==> src/rtl/alu_pkg.sv <==
// Shared definitions for the sequential ALU responder: command encoding,
// controller states and the default operand width.
package alu_pkg;

    localparam int N_DEFAULT = 8;

    localparam logic [1:0] CMD_ADD = 2'b00;
    localparam logic [1:0] CMD_SUB = 2'b01;
    localparam logic [1:0] CMD_MUL = 2'b10;
    localparam logic [1:0] CMD_DIV = 2'b11;

    typedef enum logic [1:0] {
        IDLE = 2'b00,
        EXEC = 2'b01,
        DONE = 2'b10
    } state_e;

endpackage

==> src/rtl/alu_iter_step.sv <==
// One combinational iteration of shift-add multiply or restoring divide on
// the {acc, q} register pair; other commands pass the pair through untouched.
module alu_iter_step
    import alu_pkg::*;
#(
    parameter int N = N_DEFAULT
) (
    input  logic [1:0]   cmd,
    input  logic [N-1:0] acc,
    input  logic [N-1:0] q,
    input  logic [N-1:0] operand,
    output logic [N-1:0] acc_next,
    output logic [N-1:0] q_next
);

    logic [N:0]   sum_s;
    logic [N:0]   partial_s;
    logic [N-1:0] diff_s;

    // Single multiply/divide step selected by the captured command
    always_comb begin
        sum_s     = {1'b0, acc} + {1'b0, operand};
        partial_s = {acc, q[N-1]};
        // partial < 2*divisor whenever it is restored, so N bits hold the difference
        diff_s    = partial_s[N-1:0] - operand;
        acc_next  = acc;
        q_next    = q;
        case (cmd)
            CMD_MUL: begin
                if (q[0]) begin
                    acc_next = sum_s[N:1];
                    q_next   = {sum_s[0], q[N-1:1]};
                end else begin
                    acc_next = {1'b0, acc[N-1:1]};
                    q_next   = {acc[0], q[N-1:1]};
                end
            end
            CMD_DIV: begin
                // A zero divisor always "fits": quotient saturates to ones, acc keeps the dividend
                if (partial_s >= {1'b0, operand}) begin
                    acc_next = diff_s;
                    q_next   = {q[N-2:0], 1'b1};
                end else begin
                    acc_next = partial_s[N-1:0];
                    q_next   = {q[N-2:0], 1'b0};
                end
            end
            default: begin
                acc_next = acc;
                q_next   = q;
            end
        endcase
    end

endmodule

==> src/rtl/alu_seq_responder.sv <==
// Req/Ack responder: single-pass add/sub, N-iteration multiply/divide,
// 2N-bit registered result with a one-cycle Ack and back-to-back accept from DONE.
module alu_seq_responder
    import alu_pkg::*;
#(
    parameter int N = N_DEFAULT
) (
    input  logic             Clk,
    input  logic             Rst,
    input  logic             Req,
    input  logic [1:0]       Cmd,
    input  logic             cin,
    input  logic [N-1:0]     Op1,
    input  logic [N-1:0]     Op2,
    output logic [2*N-1:0]   Alu_Out,
    output logic             Ack,
    output logic             Busy
);

    localparam int CNT_W = $clog2(N) + 1;
    localparam logic [CNT_W-1:0] CNT_ONE  = {{(CNT_W-1){1'b0}}, 1'b1};
    localparam logic [CNT_W-1:0] CNT_FULL = CNT_W'(N);

    state_e           state_r;
    state_e           state_next_s;
    logic             accept_s;
    logic             finish_s;

    logic [CNT_W-1:0] cnt_r;
    logic [1:0]       cmd_r;
    logic             cin_r;
    logic [N-1:0]     op1_r;
    logic [N-1:0]     op2_r;
    logic [N-1:0]     acc_r;
    logic [N-1:0]     q_r;

    logic [N-1:0]     step_operand_s;
    logic [N-1:0]     acc_next_s;
    logic [N-1:0]     q_next_s;
    logic [N:0]       add_s;
    logic [N:0]       sub_s;
    logic [2*N-1:0]   result_s;

    logic [2*N-1:0]   alu_out_r;
    logic             ack_r;
    logic             busy_r;

    assign Alu_Out = alu_out_r;
    assign Ack     = ack_r;
    assign Busy    = busy_r;

    // Controller state register
    always_ff @(posedge Clk) begin
        if (Rst) begin
            state_r <= IDLE;
        end else begin
            state_r <= state_next_s;
        end
    end

    // Next-state and accept decode; Req is only looked at in IDLE and DONE
    always_comb begin
        state_next_s = state_r;
        accept_s     = 1'b0;
        finish_s     = 1'b0;
        case (state_r)
            IDLE: begin
                if (Req) begin
                    accept_s     = 1'b1;
                    state_next_s = EXEC;
                end else begin
                    state_next_s = IDLE;
                end
            end
            EXEC: begin
                if (cnt_r == CNT_ONE) begin
                    finish_s     = 1'b1;
                    state_next_s = DONE;
                end else begin
                    state_next_s = EXEC;
                end
            end
            DONE: begin
                if (Req) begin
                    accept_s     = 1'b1;
                    state_next_s = EXEC;
                end else begin
                    state_next_s = IDLE;
                end
            end
            default: begin
                state_next_s = IDLE;
            end
        endcase
    end

    // Multiplicand for mul, divisor for div
    assign step_operand_s = (cmd_r == CMD_MUL) ? op1_r : op2_r;

    alu_iter_step #(
        .N (N)
    ) u_step (
        .cmd      (cmd_r),
        .acc      (acc_r),
        .q        (q_r),
        .operand  (step_operand_s),
        .acc_next (acc_next_s),
        .q_next   (q_next_s)
    );

    // Final result selection; mul/div take the last iteration's output directly
    always_comb begin
        add_s    = {1'b0, op1_r} + {1'b0, op2_r} + {{N{1'b0}}, cin_r};
        sub_s    = {1'b0, op1_r} - {1'b0, op2_r};
        result_s = {(2*N){1'b0}};
        case (cmd_r)
            CMD_ADD: result_s = {{(N-1){1'b0}}, add_s};
            CMD_SUB: result_s = {{(N-1){sub_s[N]}}, sub_s};
            CMD_MUL: result_s = {acc_next_s, q_next_s};
            CMD_DIV: result_s = {q_next_s, acc_next_s};
            default: result_s = {(2*N){1'b0}};
        endcase
    end

    // Operand capture, iteration registers and registered outputs
    always_ff @(posedge Clk) begin
        if (Rst) begin
            cnt_r     <= {CNT_W{1'b0}};
            cmd_r     <= 2'b00;
            cin_r     <= 1'b0;
            op1_r     <= {N{1'b0}};
            op2_r     <= {N{1'b0}};
            acc_r     <= {N{1'b0}};
            q_r       <= {N{1'b0}};
            alu_out_r <= {(2*N){1'b0}};
            ack_r     <= 1'b0;
            busy_r    <= 1'b0;
        end else begin
            ack_r  <= finish_s;
            busy_r <= (state_next_s != IDLE);
            if (accept_s) begin
                cmd_r <= Cmd;
                cin_r <= cin;
                op1_r <= Op1;
                op2_r <= Op2;
                acc_r <= {N{1'b0}};
                q_r   <= (Cmd == CMD_MUL) ? Op2 : Op1;
                cnt_r <= Cmd[1] ? CNT_FULL : CNT_ONE;
            end else if (state_r == EXEC) begin
                acc_r <= acc_next_s;
                q_r   <= q_next_s;
                cnt_r <= cnt_r - CNT_ONE;
            end
            if (finish_s) begin
                alu_out_r <= result_s;
            end
        end
    end

endmodule
==> config.mk <==
export PLATFORM = sky130hd
export DESIGN_NAME = alu_seq_responder
export DESIGN_NICKNAME = d
export VERILOG_FILES = /design/src/rtl/alu_pkg.sv /design/src/rtl/alu_iter_step.sv /design/src/rtl/alu_seq_responder.sv
export SDC_FILE = /design/constraint.sdc
export NUM_CORES = 1
export LEC_CHECK = 0
export BUFFER_PORTS_ARGS = -buffer_cell sky130_fd_sc_hd__buf_2
export CAP_MARGIN = 5
export CORE_MARGIN = 2
export CORE_UTILIZATION = 25
export CTS_CLUSTER_DIAMETER = 80
export DETAILED_ROUTE_END_ITERATION = 8
export PLACE_DENSITY = 0.51
export SLEW_MARGIN = 5
export SYNTH_ARGS = -nofsm -noshare
export SYNTH_HDL_FRONTEND = slang
export SYNTH_SLANG_ARGS = --single-unit
==> constraint.sdc <==
create_clock -name Clk -period 5.7 [get_ports Clk]
set_clock_uncertainty 0.2 [all_clocks]
set_input_delay 0.57 -clock Clk [delete_from_list [all_inputs] [get_ports Clk]]
set_output_delay 0.57 -clock Clk [all_outputs]
set_load 0.02 [all_outputs]
==> run summary <==
Status: completed
CTS sink cnt: 59
Post-CTS Resized: 0
TNS Setup: 0 ns
Final Critical Period: 3.48 ns
Max-cap violations: 0
Comb pwr share: 0.256
Syn. warnings: 0
GRT Util Overall: 0.157
Area leader, netlist: dfxtp_1
Post-route DRC: 0
Area of the mapped netlist: 4550 um^2
Fin cells: 857
Starting Density: 0.254
Reg power frac: 0.333
Cells after DPL: 841
Fraction of registers with async set/reset: 0
CTS tree: yes
NetSw: 0.469 mW
H-tree lvl count: 3
Hold path endpoint: cin_r$_SDFFE_PP0P_
DIE AREA: 19300 um^2
Finished Cell Area: 5210 um^2
Die width: 139 um
Avg Vias per Cell: 5.20
Actual slew at the worst max-slew pin: 0.962 ns
R2r startpoint: cmd_r[1]$_SDFFE_PP0P_
Final setup violation count: 0
RSZ-0062 raised after global routing: no
Flop-to-flop setup slack: 2.22 ns
Sw Share: 0.329
Worst hold slack: 0.260 ns
RD Place Congestion: 0.918
Area contributors post-synth: dfxtp_1 (26%), ha_1 (9.1%), a21oi_1 (6.2%), nand2_1 (5.6%), nor2_1 (5.0%)
Wire per inst: 17.4 um
Worst endpoint data arrival time: 3.46 ns
Nets: 683
Syn avg cell area: 7.59 um^2
DP Wirelength: 11.6 mm
Ports: 40
Critical path buffer and inverter count: 2
Internal: 0.956 mW
Vias: 4453
Kind of critical path: reg2reg
Leak pwr: 2.14 nW
CP max stage delay: 0.49 ns
Largest net degree at the start of global routing: 48
Die height: 139 um
Rows: 49
Hold Crit Start: cin_r$_SDFFE_PP0P_
Synth Instances: 599
Initial DRC Count: 368
Layout cells sized above 1: 0.123
Rel. slew slack: 0.359
Dpl cell area: 4900 um^2
Core Region: 17900 um^2
Crit end category: flip-flop
Pwr dens: 273 nW/um^2
Worst Hold Class: reg2reg
Slowest library cell on the worst path: nor2b_1
Clock Latency Late Sink: 0.34 ns
CTS Buf Count: 9
Mapped Nets: 659
Area growth from synthesis to layout: 14.6%
Period utilization: 0.610
F_max: 287 MHz
First-pass GRT wire length: 24.0 mm
Startpoint types: flip-flop
Register bit count reported by yosys: 59
Critical Path Start: cmd_r[1]$_SDFFE_PP0P_
Utilization after layout: 0.291
Worst path cell trace: nor2b_1, buf_4, nor2_1, a21o_1, inv_1, ha_1, and3_1, and3_1, a21oi_2, a22oi_1, a311oi_1, o41ai_1
Routed wire length: 14.9 mm
I/O Buffers: 39
Clk pwr share: 0.411
Top cell type's share of synthesized area: 0.260
Sequential area share after synthesis: 0.260
GRT overflow: 0
Worst reg2reg path endpoint: acc_r[6]$_SDFFE_PP0N_
Max-slew violations: 0
Initial antenna violation count: 0
Ant. Diodes: 0
Largest delay share family, worst path: compound AO/OA/AOI/OAI gates
Number of nets still failing antenna checks after routing: 0
Post-synth EDFFs: 0
Max clock buf depth: 2
Hold_buf cts: 0
Most used cell, CP: and3_1
Yosys cell types: 67
Hold Fails Final Rpt: 0
Vias in the first global route: 4207
Critical Path RT: 5.68 ns
Post-CTS Setup Bufs: 0
DRT Pass-1 Iters: 5
Reg clk slew, reported paths: 0.06 ns
CP Max Fanout: 12
Main synth FF type: dfxtp_1
Reg2Reg Depth: 12
Peak supply drop: 0.158 mV
Root Buffer: clkbuf_16
Min-Delay Path Depth: 2
cell type report:
type                    instances  area (um^2)
multi-input cells             474         3070
well taps                     229          287
clock buffers                  11          233
inverters                      36          135
repair buffers                 43          225
fillers                      1987        12700
clock inverters                 5         77.6
flip-flops and latches         59         1180
metrics by stage:
step | power [mW] | worst slack [ns]
4_1_cts | 1.43 | 2.24
6_report | 1.43 | 2.22
3_3_place_gp | 0.846 | 2.32
5_1_grt | 1.49 | 1.91
3_5_place_dp | 0.843 | 2.23
2_1_floorplan | 0.739 | 2.70
cells in the final DEF, fill, tap and decap left out, types with 19 or more instances in the layout:
cell type and n:
ha_1 33, o21ai_0 44, dfxtp_1 59, buf_2 39
nor2_1 60, inv_1 34, nor3_1 19, a21oi_1 56
a211oi_1 24, nand2_1 68
logic make-up (layout without fill, tap and decap cells):
logic type,after synthesis,in the layout,synth area share
xor gates and xnor gates,11,11,0.0212
DFF,59,59,0.260
and+or+nand+nor,208,208,0.217
buffers and inverters,66,95,0.0647
adders and majority gates,38,38,0.113
muxes,18,18,0.0404
AOI/OAI and AO/OA,199,199,0.284
cells in the mapped netlist, types with 3 or more instances:
| master | n |
|---|---|
| inv_1 | 34 |
| nor4_1 | 4 |
| a211oi_1 | 24 |
| nand3_1 | 5 |
| o21ai_0 | 44 |
| fa_1 | 5 |
| nor3_1 | 19 |
| o211ai_1 | 5 |
| a311oi_1 | 5 |
| a21oi_1 | 56 |
| ha_1 | 33 |
| nor3b_1 | 5 |
| nand2b_1 | 11 |
| o21bai_1 | 4 |
| o21ai_1 | 5 |
| buf_1 | 4 |
| and3_1 | 6 |
| o41ai_1 | 3 |
| a32oi_1 | 4 |
| o31ai_1 | 5 |
| nor2b_1 | 13 |
| nor2_1 | 60 |
| buf_2 | 5 |
| nand2_1 | 68 |
| buf_6 | 4 |
| o221ai_1 | 4 |
| mux2i_1 | 15 |
| clkbuf_1 | 15 |
| a22oi_1 | 3 |
| dfxtp_1 | 59 |
| a221oi_1 | 3 |
| a21o_1 | 14 |
| xor2_1 | 8 |
| xnor2_1 | 3 |
| mux2_2 | 3 |
| and2_1 | 4 |
layer usage:
layer,wire length (um),share of wire,up-vias,GRT usage
met2,6180,0.41,147,0.226
met4,465,0.031,0,0.0643
met3,844,0.056,30,0.0224
li1,-,-,2208,-
met1,7460,0.50,2068,0.232
met5,0,0,-,0
how the worst max path moves through the flow:
stage / depth (start not counted) / slack, ns / to
6_report: 12 / 2.22 / acc_r[6]$_SDFFE_PP0N_
5_1_grt: 12 / 1.91 / acc_r[6]$_SDFFE_PP0N_
4_1_cts: 12 / 2.24 / acc_r[6]$_SDFFE_PP0N_
3_5_place_dp: 12 / 2.23 / acc_r[6]$_SDFFE_PP0N_
3_3_place_gp: 12 / 2.32 / acc_r[6]$_SDFFE_PP0N_
2_1_floorplan: 13 / 2.70 / acc_r[5]$_SDFFE_PP0N_
worst min-delay path, delay by kind of cell (launching register included):
family | cells | cell delay [ns]
flip-flops | 1 | 0.31
AND/OR/NAND/NOR | 1 | 0.05
AO/OA/AOI/OAI | 1 | 0.05
power groups by stage:
stage	combinational, mW	clock, mW	sequential, mW
global placement	0.362	0	0.484
detailed placement	0.360	0	0.483
finish	0.364	0.586	0.475
floorplan	0.264	0	0.475
CTS	0.362	0.592	0.475
global route	0.406	0.608	0.478
flip-flops by register name (all words and copies together) (netlist names):
signal / cells
op1_r: 8
state_r: 2
Busy: 1
q_r: 8
Ack: 1
op2_r: 8
cnt_r: 4
acc_r: 8
Alu_Out: 16
cin_r: 1
cmd_r: 2
No activity file was read; power rests on OpenSTA's default activity.
